[src/rtl/ibex_dmem_adapter.sv]
// Ibex data-port to single-port SRAM adapter.
// Keeps a 2-deep in-order request FIFO. Out-of-window requests get an error
// response, and an SRAM that never answers produces a timeout error.
module ibex_dmem_adapter #(
    parameter logic [31:0] BASE_ADDR = 32'h0000_0000,
    parameter int unsigned TIMEOUT   = 16
) (
    input  logic        clk,
    input  logic        rst,
    input  logic        data_req_i,
    output logic        data_gnt_o,
    input  logic        data_we_i,
    input  logic [3:0]  data_be_i,
    input  logic [31:0] data_addr_i,
    input  logic [31:0] data_wdata_i,
    output logic        data_rvalid_o,
    output logic [31:0] data_rdata_o,
    output logic        data_err_o,
    output logic        sram_req,
    input  logic        sram_gnt,
    input  logic        sram_rvalid,
    output logic        sram_we,
    output logic [3:0]  sram_be,
    output logic [9:0]  sram_addr,
    output logic [31:0] sram_wdata,
    input  logic [31:0] sram_rdata
);

    localparam int unsigned CNT_W = $clog2(TIMEOUT + 1);

    typedef enum logic [2:0] {IDLE, REQ, WAIT, ERR, RESP} state_t;

    state_t state, state_nxt;

    logic        f_we    [2];
    logic [3:0]  f_be    [2];
    logic [9:0]  f_addr  [2];
    logic [31:0] f_wdata [2];
    logic        f_oor   [2];
    logic        wr_ptr, rd_ptr;
    logic [1:0]  count;
    logic        full, empty, push, pop;

    logic        h_we, h_oor;
    logic [3:0]  h_be;
    logic [9:0]  h_addr;
    logic [31:0] h_wdata;

    logic [CNT_W-1:0] cnt;
    logic [31:0]      cap_data;
    logic             err_q;
    logic             drive;

    // Byte offset bits are not needed for word addressing.
    logic unused_addr;
    assign unused_addr = ^data_addr_i[1:0];

    assign full       = (count == 2'd2);
    assign empty      = (count == 2'd0);
    assign data_gnt_o = data_req_i && !full;
    assign push       = data_req_i && data_gnt_o;
    assign pop        = (state == RESP);

    assign h_we    = f_we[rd_ptr];
    assign h_be    = f_be[rd_ptr];
    assign h_addr  = f_addr[rd_ptr];
    assign h_wdata = f_wdata[rd_ptr];
    assign h_oor   = f_oor[rd_ptr];

    // Request FIFO storage, pointers and occupancy.
    always_ff @(posedge clk or posedge rst) begin
        if (rst) begin
            wr_ptr <= 1'b0;
            rd_ptr <= 1'b0;
            count  <= 2'd0;
            for (int i = 0; i < 2; i++) begin
                f_we[i]    <= 1'b0;
                f_be[i]    <= 4'h0;
                f_addr[i]  <= 10'h000;
                f_wdata[i] <= 32'h0;
                f_oor[i]   <= 1'b0;
            end
        end else begin
            if (push) begin
                f_we[wr_ptr]    <= data_we_i;
                f_be[wr_ptr]    <= data_be_i;
                f_addr[wr_ptr]  <= data_addr_i[11:2];
                f_wdata[wr_ptr] <= data_wdata_i;
                f_oor[wr_ptr]   <= (data_addr_i[31:12] != BASE_ADDR[31:12]);
                wr_ptr          <= ~wr_ptr;
            end
            if (pop) begin
                rd_ptr <= ~rd_ptr;
            end
            case ({push, pop})
                2'b10:   count <= count + 2'd1;
                2'b01:   count <= count - 2'd1;
                default: count <= count;
            endcase
        end
    end

    // State register.
    always_ff @(posedge clk or posedge rst) begin
        if (rst) begin
            state <= IDLE;
        end else begin
            state <= state_nxt;
        end
    end

    // Next-state logic.
    always_comb begin
        state_nxt = state;
        case (state)
            IDLE: if (!empty) state_nxt = h_oor ? ERR : REQ;
            REQ:  if (sram_gnt) state_nxt = WAIT;
            WAIT: if (sram_rvalid || (cnt == CNT_W'(TIMEOUT - 1))) state_nxt = RESP;
            ERR:  state_nxt = RESP;
            RESP: state_nxt = IDLE;
            default: state_nxt = IDLE;
        endcase
    end

    // Timeout counter, response data capture and error flag.
    always_ff @(posedge clk or posedge rst) begin
        if (rst) begin
            cnt      <= '0;
            cap_data <= 32'h0;
            err_q    <= 1'b0;
        end else begin
            case (state)
                REQ: begin
                    if (sram_gnt) cnt <= '0;
                end
                WAIT: begin
                    cnt <= cnt + CNT_W'(1);
                    if (sram_rvalid) begin
                        cap_data <= h_we ? 32'h0 : sram_rdata;
                        err_q    <= 1'b0;
                    end else if (cnt == CNT_W'(TIMEOUT - 1)) begin
                        cap_data <= 32'h0;
                        err_q    <= 1'b1;
                    end
                end
                ERR: begin
                    cap_data <= 32'h0;
                    err_q    <= 1'b1;
                end
                default: ;
            endcase
        end
    end

    // Output decode from state; SRAM payload held from REQ through RESP.
    always_comb begin
        sram_req      = 1'b0;
        sram_we       = 1'b0;
        sram_be       = 4'h0;
        sram_addr     = 10'h000;
        sram_wdata    = 32'h0;
        data_rvalid_o = 1'b0;
        data_rdata_o  = 32'h0;
        data_err_o    = 1'b0;
        drive = (state == REQ) || (state == WAIT) || ((state == RESP) && !h_oor);
        if (drive) begin
            sram_we    = h_we;
            sram_be    = h_be;
            sram_addr  = h_addr;
            sram_wdata = h_wdata;
        end
        if (state == REQ) begin
            sram_req = 1'b1;
        end
        if (state == RESP) begin
            data_rvalid_o = 1'b1;
            data_rdata_o  = cap_data;
            data_err_o    = err_q;
        end
    end

endmodule

[config.mk]
export PLATFORM = sky130hd
export DESIGN_NAME = ibex_dmem_adapter
export DESIGN_NICKNAME = d
export VERILOG_FILES = /design/src/rtl/ibex_dmem_adapter.sv
export SDC_FILE = /design/constraint.sdc
export NUM_CORES = 1
export LEC_CHECK = 0
export ABC_AREA = 1
export CAP_MARGIN = 0
export CORE_MARGIN = 1.5
export CORE_UTILIZATION = 43
export CTS_CLUSTER_SIZE = 8
export DETAILED_ROUTE_END_ITERATION = 16
export MAX_ROUTING_LAYER = met4
export PLACE_DENSITY_LB_ADDON = 0.15
export SYNTH_ARGS = -nofsm -noshare
export SYNTH_HDL_FRONTEND = slang
export SYNTH_SLANG_ARGS = --single-unit
[constraint.sdc]
create_clock -name clk -period 4.6 [get_ports clk]
set_input_delay 1.15 -clock clk [delete_from_list [all_inputs] [get_ports clk]]
set_output_delay 1.15 -clock clk [all_outputs]
set_load 0.02 [all_outputs]
After elaboration in Yosys (flattened, before gate mapping). Cells that the tools add are included.

Flip-flop bits (word level): 141. Input port bits: 106. Output and inout port bits: 83. Word-level logic and storage cells: 108.

$add $sub $neg: 3. Magnitude comparators: 3. Equality and inequality tests: 12. Multiplexer cells: 51. Bitwise operators: 4. Reduce and logical (&&, ||, !) cells: 18.

Operator list (number): $mux 32 (9); $bwmux 64 (1); $pmux 32 s2 (1); $mux 10 (5); $demux 32 s1 (1); $bwmux 20 (1); $mux 4 (5); $reduce_bool 20->1 (1); $mux 1 (13); $pmux 3 s4 (1); $demux 10 s1 (1); $pmux 5 s2 (1); $mux 3 (3); $bwmux 8 (1); $eq 3x2->1 const B (2); $ne 2x2->1 const B (3); $reduce_bool 2->1 (3); $add 5x1->5 const B (1); $eq 5x4->1 const B (1); $mux 5 (1); $bwmux 2 (2); $demux 4 s1 (1); $eq 2x2->1 const B (2); $ge 2x2->1 const B (2); 20 further kinds (29).

Logic depth before layout (Yosys ltp). Gate-level depths: netlist (run 1).

Word-level depth: 8. Gate-level depth with buffers: 10. Depth with buffers taken out: 10.

Worst setup path after synthesis (run 1). No wires, ideal clock.

Path type: register -> output. From: reg state[0]. To: out sram_addr[0]. Arrival time: 1.433 ns. Required time: 3.450 ns. Path slack: 2.017 ns. Stages on the path, launching flop included: 8. Buffers on the path: 2. Cells stage by stage: dfrtp_1 nor2_1 nand2_2 inv_2 a21oi_2 buf_6 buf_6 nor2_1.

Cells in the longest elaborated chain, start to end: 4. Elaborated cells on any way between the ends: 7. Those cells by class: eq/ne (3); mux (1); reduce/logical (3).

Ends and longest elaborated chain: start, declared (RTL line 33) `state_t state, state_nxt;`; start signal, assigned (RTL line 108) `state <= state_nxt;`; $eq 3x1->1, or another cell as far along (RTL line 165) `drive = (state == REQ) || (state == WAIT) || ((state == RESP) && !h_oor);`; $logic_or 1x1->1 or $logic_and 1x1->1 (tied branches) (RTL line 165); $logic_or 1x1->1 (*) (RTL line 165); $mux 10 (*) (RTL line 166) `if (drive) begin`; end, declared (RTL line 24) `output logic [9:0] sram_addr,`.

Every way passes the cells marked *; elsewhere a longest branch is shown, timed or not.

Worst setup path after layout (run 1).
From: reg rd_ptr. To: out sram_we.

Cells in the longest elaborated chain, start to end: 8. Elaborated cells on any way between the ends: 11. Those cells by class: mux (7); bitwise (1); reduce/logical (3).

Ends and longest elaborated chain: start, declared (RTL line 40) `logic wr_ptr, rd_ptr;`; start signal, assigned (RTL line 93) `rd_ptr <= ~rd_ptr;`; $not 1->2 (not written as such) (*) (RTL line 64, 68); $mux 1 (not written as such) (3 in series) (RTL line 68) `assign h_oor = f_oor[rd_ptr];`; $logic_not 1->1 (RTL line 165); $logic_and 1x1->1 (RTL line 165); $logic_or 1x1->1 (RTL line 165); $mux 1 (*) (RTL line 166); end, declared (RTL line 22) `output logic sram_we,`.

Every way passes the cells marked *; elsewhere a longest branch is shown, timed or not. The select of a mux whose other input is x is not followed.

==> results.cfg, run 1 <==
[logic_synthesis]
synth_area_mm2 = 0.00655
yosys-top-cells-count = dfrtp_1, nand2_1, nor2_1
yosysMostFrequentCell = dfrtp_1
synth_cells = 751
synth_edf_count = 0
synthTopCellsByArea = dfrtp_1, nand2_1, mux2i_1, o21ai_0, nor2_1
syn_avg_cell_area_um2 = 8.72
netlist.top_cell.by_area = dfrtp_1
ys_ff_latch = 141
synth_nets = 860
synth_cell_types = 28
synth_top_area_share_pct = 53.9
async_flop_share_pct = 100
ys.flop_type = dfrtp_1
ys.warnings.count = 0
yosysSeqAreaShare_pct = 53.9

[timing]
worstMarginPinSlew_ns = 0.915
finClkSkew_ns = 0.00867
fin_crit_ns = 4.09
setup_viol = 0
fin_crit_sh_pct = 88.9
max_slew_margin_pct = 38.8
finalMaxSlewViolations = 0
clock.fmax_mhz = 245
hold-worst-slack_ns = 0.477
final-hold-violation-count = 0
setup_tns_ns = 0
grt_setup_unrepaired = no

[setup_path]
required_ns = 3.45
endpoint_kind = output pin
critPathLaunchType = flop
cp.arrival_ns = 2.94
crit_start = rd_ptr$_DFFE_PP0N_
reg2reg_slack_ns = 2.42
critPathMaxFanout = 36
crit_type = flop to output pin
r2r-start = rd_ptr$_DFFE_PP0N_
worstReg2RegEnd = cap_data[23]$_DFFE_PP0P_
reg2regPathDepth = 5
crit_path_end = sram_we

[place]
hpwl_um = 10700
port_buffers = 186
gp_congestion = 0.869

[global_route]
track_usage_pct = 20.6
grt_overflow = 0
grt_pass1_vias = 5456
grt_antenna_before_repair = 0
grt_max_degree = 86
grt_pass1_wl_um = 25400

[clock_tree]
clk_pin_slew_ns = 0.06
cts_htree_levels = 4
worstSkewPairLatency_ns = 0.41
clock_path_buffers = 2
cts_hold_buf = 0
cts_tree = done
cts_buffers = 17
post_cts_buffers = 0
cts_resized = 0
numClockSinks = 141
clockRootBuffer = clkbuf_16

[floorplanning]
io_pins = 189
fp.dieW_um = 126
dieHeight_um = 126
core_mm2 = 0.0147
initial_core_util_pct = 44.5
rows = 44
die-area_mm2 = 0.0160

[pwr]
worst_ir_drop_vdd_uv = 366
seqPwrFrac_pct = 34.9
switching_power_uw = 2410
power_leakage_uw = 0.00420
clockPowerShare_pct = 20.0
powerDensity_mw_per_mm2 = 684
swShare_pct = 39.2
power.internal_uw = 3740
power_frac_comb_pct = 45.1

[min_path]
hold_path_depth = 2
hold_class = flop to flop
min_from = f_oor[0]$_DFFE_PP0P_

[detailed_routing]
drtIter0Drc = 314
routed_wl_um = 15400
drc_errors = 0
vias = 5484
final_antenna_net_count = 0
post_drt_wl_per_cell_um = 13.8
viasPerCell = 4.91
first_pass_iters = 4

[finish]
fillCellCount = 1259
seqCellArea_mm2 = 0.00353
area_delta_synth_final_pct = 37.2
antenna_cells = 0
final_layout_size_suffix_gt1_share_pct = 5.47
nNetsFinal = 1032
multi_input_area_mm2 = 0.00235

[job]
cap_violations = 0

[outcome]
status = finished, final reports clean
==> worst min-delay path by stage <==
stage               slack, ns                   end
floorplan                0.45  f_oor[0]$_DFFE_PP0P_
global placement         0.46  f_oor[0]$_DFFE_PP0P_
detailed placement       0.47  f_oor[0]$_DFFE_PP0P_
CTS                      0.48  f_oor[0]$_DFFE_PP0P_
global route             0.49  f_oor[1]$_DFFE_PP0P_
finish                   0.48  f_oor[0]$_DFFE_PP0P_
==> cells in the final DEF (no fill, tap or decap), types with 17 or more instances in the layout <==
master,netlist,routed
o21ai_1,57,57
dfrtp_1,141,140
nor2_1,101,101
mux2i_1,46,46
inv_1,99,98
o21ai_0,77,77
nand3_1,37,37
clkdlybuf4s50_1,0,186
nand2_1,123,123
clkbuf_16,0,17
==> cell type report <==
class                      instances  share of cell area (%)
sequential                       141                    39.3
multi-input combinational        464                    26.2
timing repair buffer             195                    21.6
clock buffer                      28                    5.87
inverter                         104                    4.39
tap                              184                    2.56
clock inverter                     1                  0.0557
==> critical path: stages (launching register included) <==
cell             delay, ns
dfrtp_2               0.63
buf_4                 0.60
or2_2                 0.24
o21ai_4               0.23
nor2_1                0.18
clkdlybuf4s50_1       0.63
==> sequential cells by signal, indices dropped and copies added (netlist names) <==
register and cells:
state 3, f_be 8, err_q 1, f_wdata 64
f_we 2, cap_data 32, cnt 5, count 2
f_addr 20, wr_ptr 1, rd_ptr 1, f_oor 2
==> power by group through the flow <==
stage,Combinational (uW),Clock (uW),Sequential (uW)
3_3_place_gp,2710,0,2120
6_report,2770,1230,2150
2_1_floorplan,1970,0,2060
4_1_cts,2800,1260,2150
5_1_grt,3080,1320,2210
3_5_place_dp,2790,0,2160
==> stage by stage <==
stage | total power, uW | cells | area [um^2] | setup WS, ns | utilization [%]
3_5_place_dp | 4950 | 1088 | 8440 | 0.748 | 57.4
6_report | 6150 | 1117 | 8980 | 0.511 | 61.1
2_1_floorplan | 4030 | 751 | 6550 | 1.69 | -
3_3_place_gp | 4830 | 1088 | 8440 | 0.766 | 57.4
5_1_grt | 6600 | 1117 | 8980 | 0.351 | 61.1
4_1_cts | 6210 | 1117 | 8970 | 0.294 | 61.0
==> routing by layer <==
layer / vias up / track usage [%] / share of wire [%]
met3: 17 / 4.85 / 4.5
met5: - / - / 0
met4: 0 / 7.71 / 1.7
li1: 2708 / - / -
met1: 2599 / 26.2 / 45
met2: 160 / 32.3 / 49
==> logic make-up (layout without fill, tap and decap cells) <==
family / Yosys count / after routing / synth area share [%]
compound gates: 139 / 139 / 10.8
mux: 46 / 46 / 7.03
buf+inv: 146 / 328 / 10.4
simple gates: 273 / 273 / 16.9
flops: 141 / 141 / 53.9
xor+xnor: 3 / 3 / 0.402
fa+ha+maj: 3 / 3 / 0.574
Note: power is estimated with default switching activity, not from simulation.
==> inputs of run 2 (changes only) <==
--- a/config.mk
+++ b/config.mk
@@ -5,10 +5,9 @@
 export SDC_FILE = /design/constraint.sdc
 export NUM_CORES = 1
 export LEC_CHECK = 0
-export ABC_AREA = 1
 export CAP_MARGIN = 0
 export CORE_MARGIN = 1.5
-export CORE_UTILIZATION = 43
+export CORE_UTILIZATION = 44
 export CTS_CLUSTER_SIZE = 8
 export DETAILED_ROUTE_END_ITERATION = 16
 export MAX_ROUTING_LAYER = met4
==> constraint.sdc (replaced) <==
create_clock -name clk -period 4.6 [get_ports clk]
set_input_delay 1.15 -clock clk [delete_from_list [all_inputs] [get_ports clk]]
set_output_delay 1.15 -clock clk [all_outputs]
set_load 0.05 [all_outputs]
==> run 2 against run 1 <==
Against the previous run:
- hold slack improved by 0.0028 ns
- power increased by 29%
- critical path depth increased by 1
- non-clock buffer count increased by 4
- count of clock-buffer cells in the layout decreased by 6
- utilization increased by 1.3 points
==> results.cfg, run 2 <==
[logic_synthesis]
synth_cells = 508
synth_edf_count = 0
ys.flop_type = dfrtp_1
synth_cell_types = 42
yosysSeqAreaShare_pct = 50.6
netlist.top_cell.by_area = dfrtp_1
ys.warnings.count = 0
yosys-top-cells-count = dfrtp_1, mux2_4, mux2i_1
synth_top_area_share_pct = 50.6
synth_nets = 617
synth_area_mm2 = 0.00698
yosysMostFrequentCell = dfrtp_1
async_flop_share_pct = 100
syn_avg_cell_area_um2 = 13.7
ys_ff_latch = 141
synthTopCellsByArea = dfrtp_1, mux2_4, mux2i_1, nor3_2, mux2_2

[timing]
max_slew_margin_pct = 13.1
grt_setup_unrepaired = no
fin_crit_ns = 3.99
clock.fmax_mhz = 251
finClkSkew_ns = 0.00636
layout_setup_ws_ns = 0.611
finalMaxSlewViolations = 0
setup_tns_ns = 0
hold-worst-slack_ns = 0.480
setup_viol = 0
fin_crit_sh_pct = 86.7
final-hold-violation-count = 0
worstMarginPinSlew_ns = 1.30

[pwr]
power_uw = 7940
switching_power_uw = 3410
seqPwrFrac_pct = 27.2
power_frac_comb_pct = 55.6
power.internal_uw = 4530
clockPowerShare_pct = 17.2
powerDensity_mw_per_mm2 = 831
worst_ir_drop_vdd_uv = 449
power_leakage_uw = 0.00426
swShare_pct = 42.9

[floorplanning]
rows = 45
core_mm2 = 0.0153
fp.dieW_um = 129
io_pins = 189
initial_core_util_pct = 45.5
dieHeight_um = 129
die-area_mm2 = 0.0166

[setup_path]
critPathTopFamily = buffers and inverters
slowest_delay_ns = 0.86
required_ns = 3.45
cp.arrival_ns = 2.84
crit_start = state[2]$_DFFE_PP0P_
critPathMaxFanout = 35
critPathSlowestCell = clkdlybuf4s50_1
crit_chain = nor2b_2, buf_4, a211oi_4, buf_4, nor3_1, clkdlybuf4s50_1
critPathLaunchType = flop
r2r-start = rd_ptr$_DFFE_PP0N_
crit_type = flop to output pin
endpoint_kind = output pin
reg2reg_slack_ns = 1.93
critPathBufInv = 3
cp_common_cell = buf_4

[detailed_routing]
final_antenna_net_count = 0
drtIter0Drc = 272
first_pass_iters = 4
viasPerCell = 5.31
post_drt_wl_per_cell_um = 18.4
vias = 4828
routed_wl_um = 16800
drc_errors = 0

[finish]
fillCellCount = 1219
reg_top3 = f_wdata x64, cap_data x32, f_addr x20
final_core_util_pct = 62.4
area_delta_synth_final_pct = 37.0
largest_reg_flops = 64
antenna_cells = 0
nNetsFinal = 794
seqCellArea_mm2 = 0.00353
final_common_cell = clkdlybuf4s50_1
final_cell_mix = clkdlybuf4s50_1, dfrtp_1, mux2_4
multi_input_area_mm2 = 0.00315
regMostFlops = f_wdata
final_layout_size_suffix_gt1_share_pct = 25.6

[global_route]
grt_overflow = 0
track_usage_pct = 21.6
grt_pass1_vias = 5157
grt_max_degree = 65
grt_pass1_wl_um = 26700
grt_antenna_before_repair = 0

[job]
cap_violations = 0

[outcome]
status = finished, final reports clean

[clock_tree]
post_cts_buffers = 0
numClockSinks = 141
cts_resized = 0
worstSkewPairLatency_ns = 0.42
clk_pin_slew_ns = 0.06
cts_hold_buf = 0
cts_htree_levels = 4
cts_buffers = 17
cts_tree = done
clockRootBuffer = clkbuf_16
clock_path_buffers = 2

[place]
gp_congestion = 0.772
port_buffers = 186
hpwl_um = 11000
post-place-ws_ns = 0.641

[min_path]
hold_class = flop to flop
min_from = cnt[3]$_DFFE_PP0P_
-- run 2: changes by cell type after synthesis, sizes merged, moves of 3 or more --
cell,delta
or4,+3
mux2,+94
nor3,+50
nor2,-96
nor4,+3
nand2,-123
and3,+37
inv,-98
nand3,-35
o21ai,-135
a22o,+32
a31oi,+4
a21oi,+6
-- run 2: layout make-up --
type / count / share of cell area [%]
clock buffer: 22 / 4.96
clock inverter: 10 / 1.19
inverter: 6 / 0.275
multi-input combinational: 320 / 33.0
sequential: 141 / 36.9
tap: 211 / 2.76
timing repair buffer: 199 / 20.9
-- run 2: worst paths after layout --
path | cells past startpoint | endpoint
worst max-delay path | 6 | sram_be[1]
worst min-delay path | 1 | cnt[3]$_DFFE_PP0P_
worst max register to register | 4 | cap_data[27]$_DFFE_PP0P_
worst min register to register | 1 | cnt[3]$_DFFE_PP0P_
max in group asynchronous | 3 | cap_data[31]$_DFFE_PP0P_
min in group asynchronous | 2 | f_wdata[54]$_DFFE_PP0P_
-- run 2: through the flow --
stage / cells / instance area [um^2]
floorplan: 508 / 6980
global placement: 877 / 8960
detailed placement: 877 / 8960
CTS: 909 / 9550
global route: 909 / 9550
finish: 909 / 9550
-- run 2: cells by family (layout without fill, tap and decap cells) --
logic type,count (synthesis),count (layout),share of synthesized area [%]
compound gates,54,54,6.22
xor+xnor,5,5,0.628
fa+ha+maj,3,3,0.538
buf+inv,47,237,4.66
flops,141,141,50.6
mux,142,142,25.7
simple gates,116,116,11.6
-- run 2: layer usage --
| metal | up-vias | routed length (um) | GRT usage, % |
|---|---|---|---|
| li1 | 2213 | - | - |
| met1 | 2455 | 7810 | 27.4 |
| met2 | 141 | 7860 | 33.8 |
| met3 | 19 | 850 | 5.49 |
| met4 | 0 | 243 | 7.20 |
| met5 | - | 0 | - |
-- run 2: power groups by stage --
stage,clock network (uW),registers [uW],logic [uW]
finish,1360,2160,4420
global route,1450,2230,4670
CTS,1390,2160,4460
detailed placement,0,2170,4450
global placement,0,2130,4390
floorplan,0,2050,3390
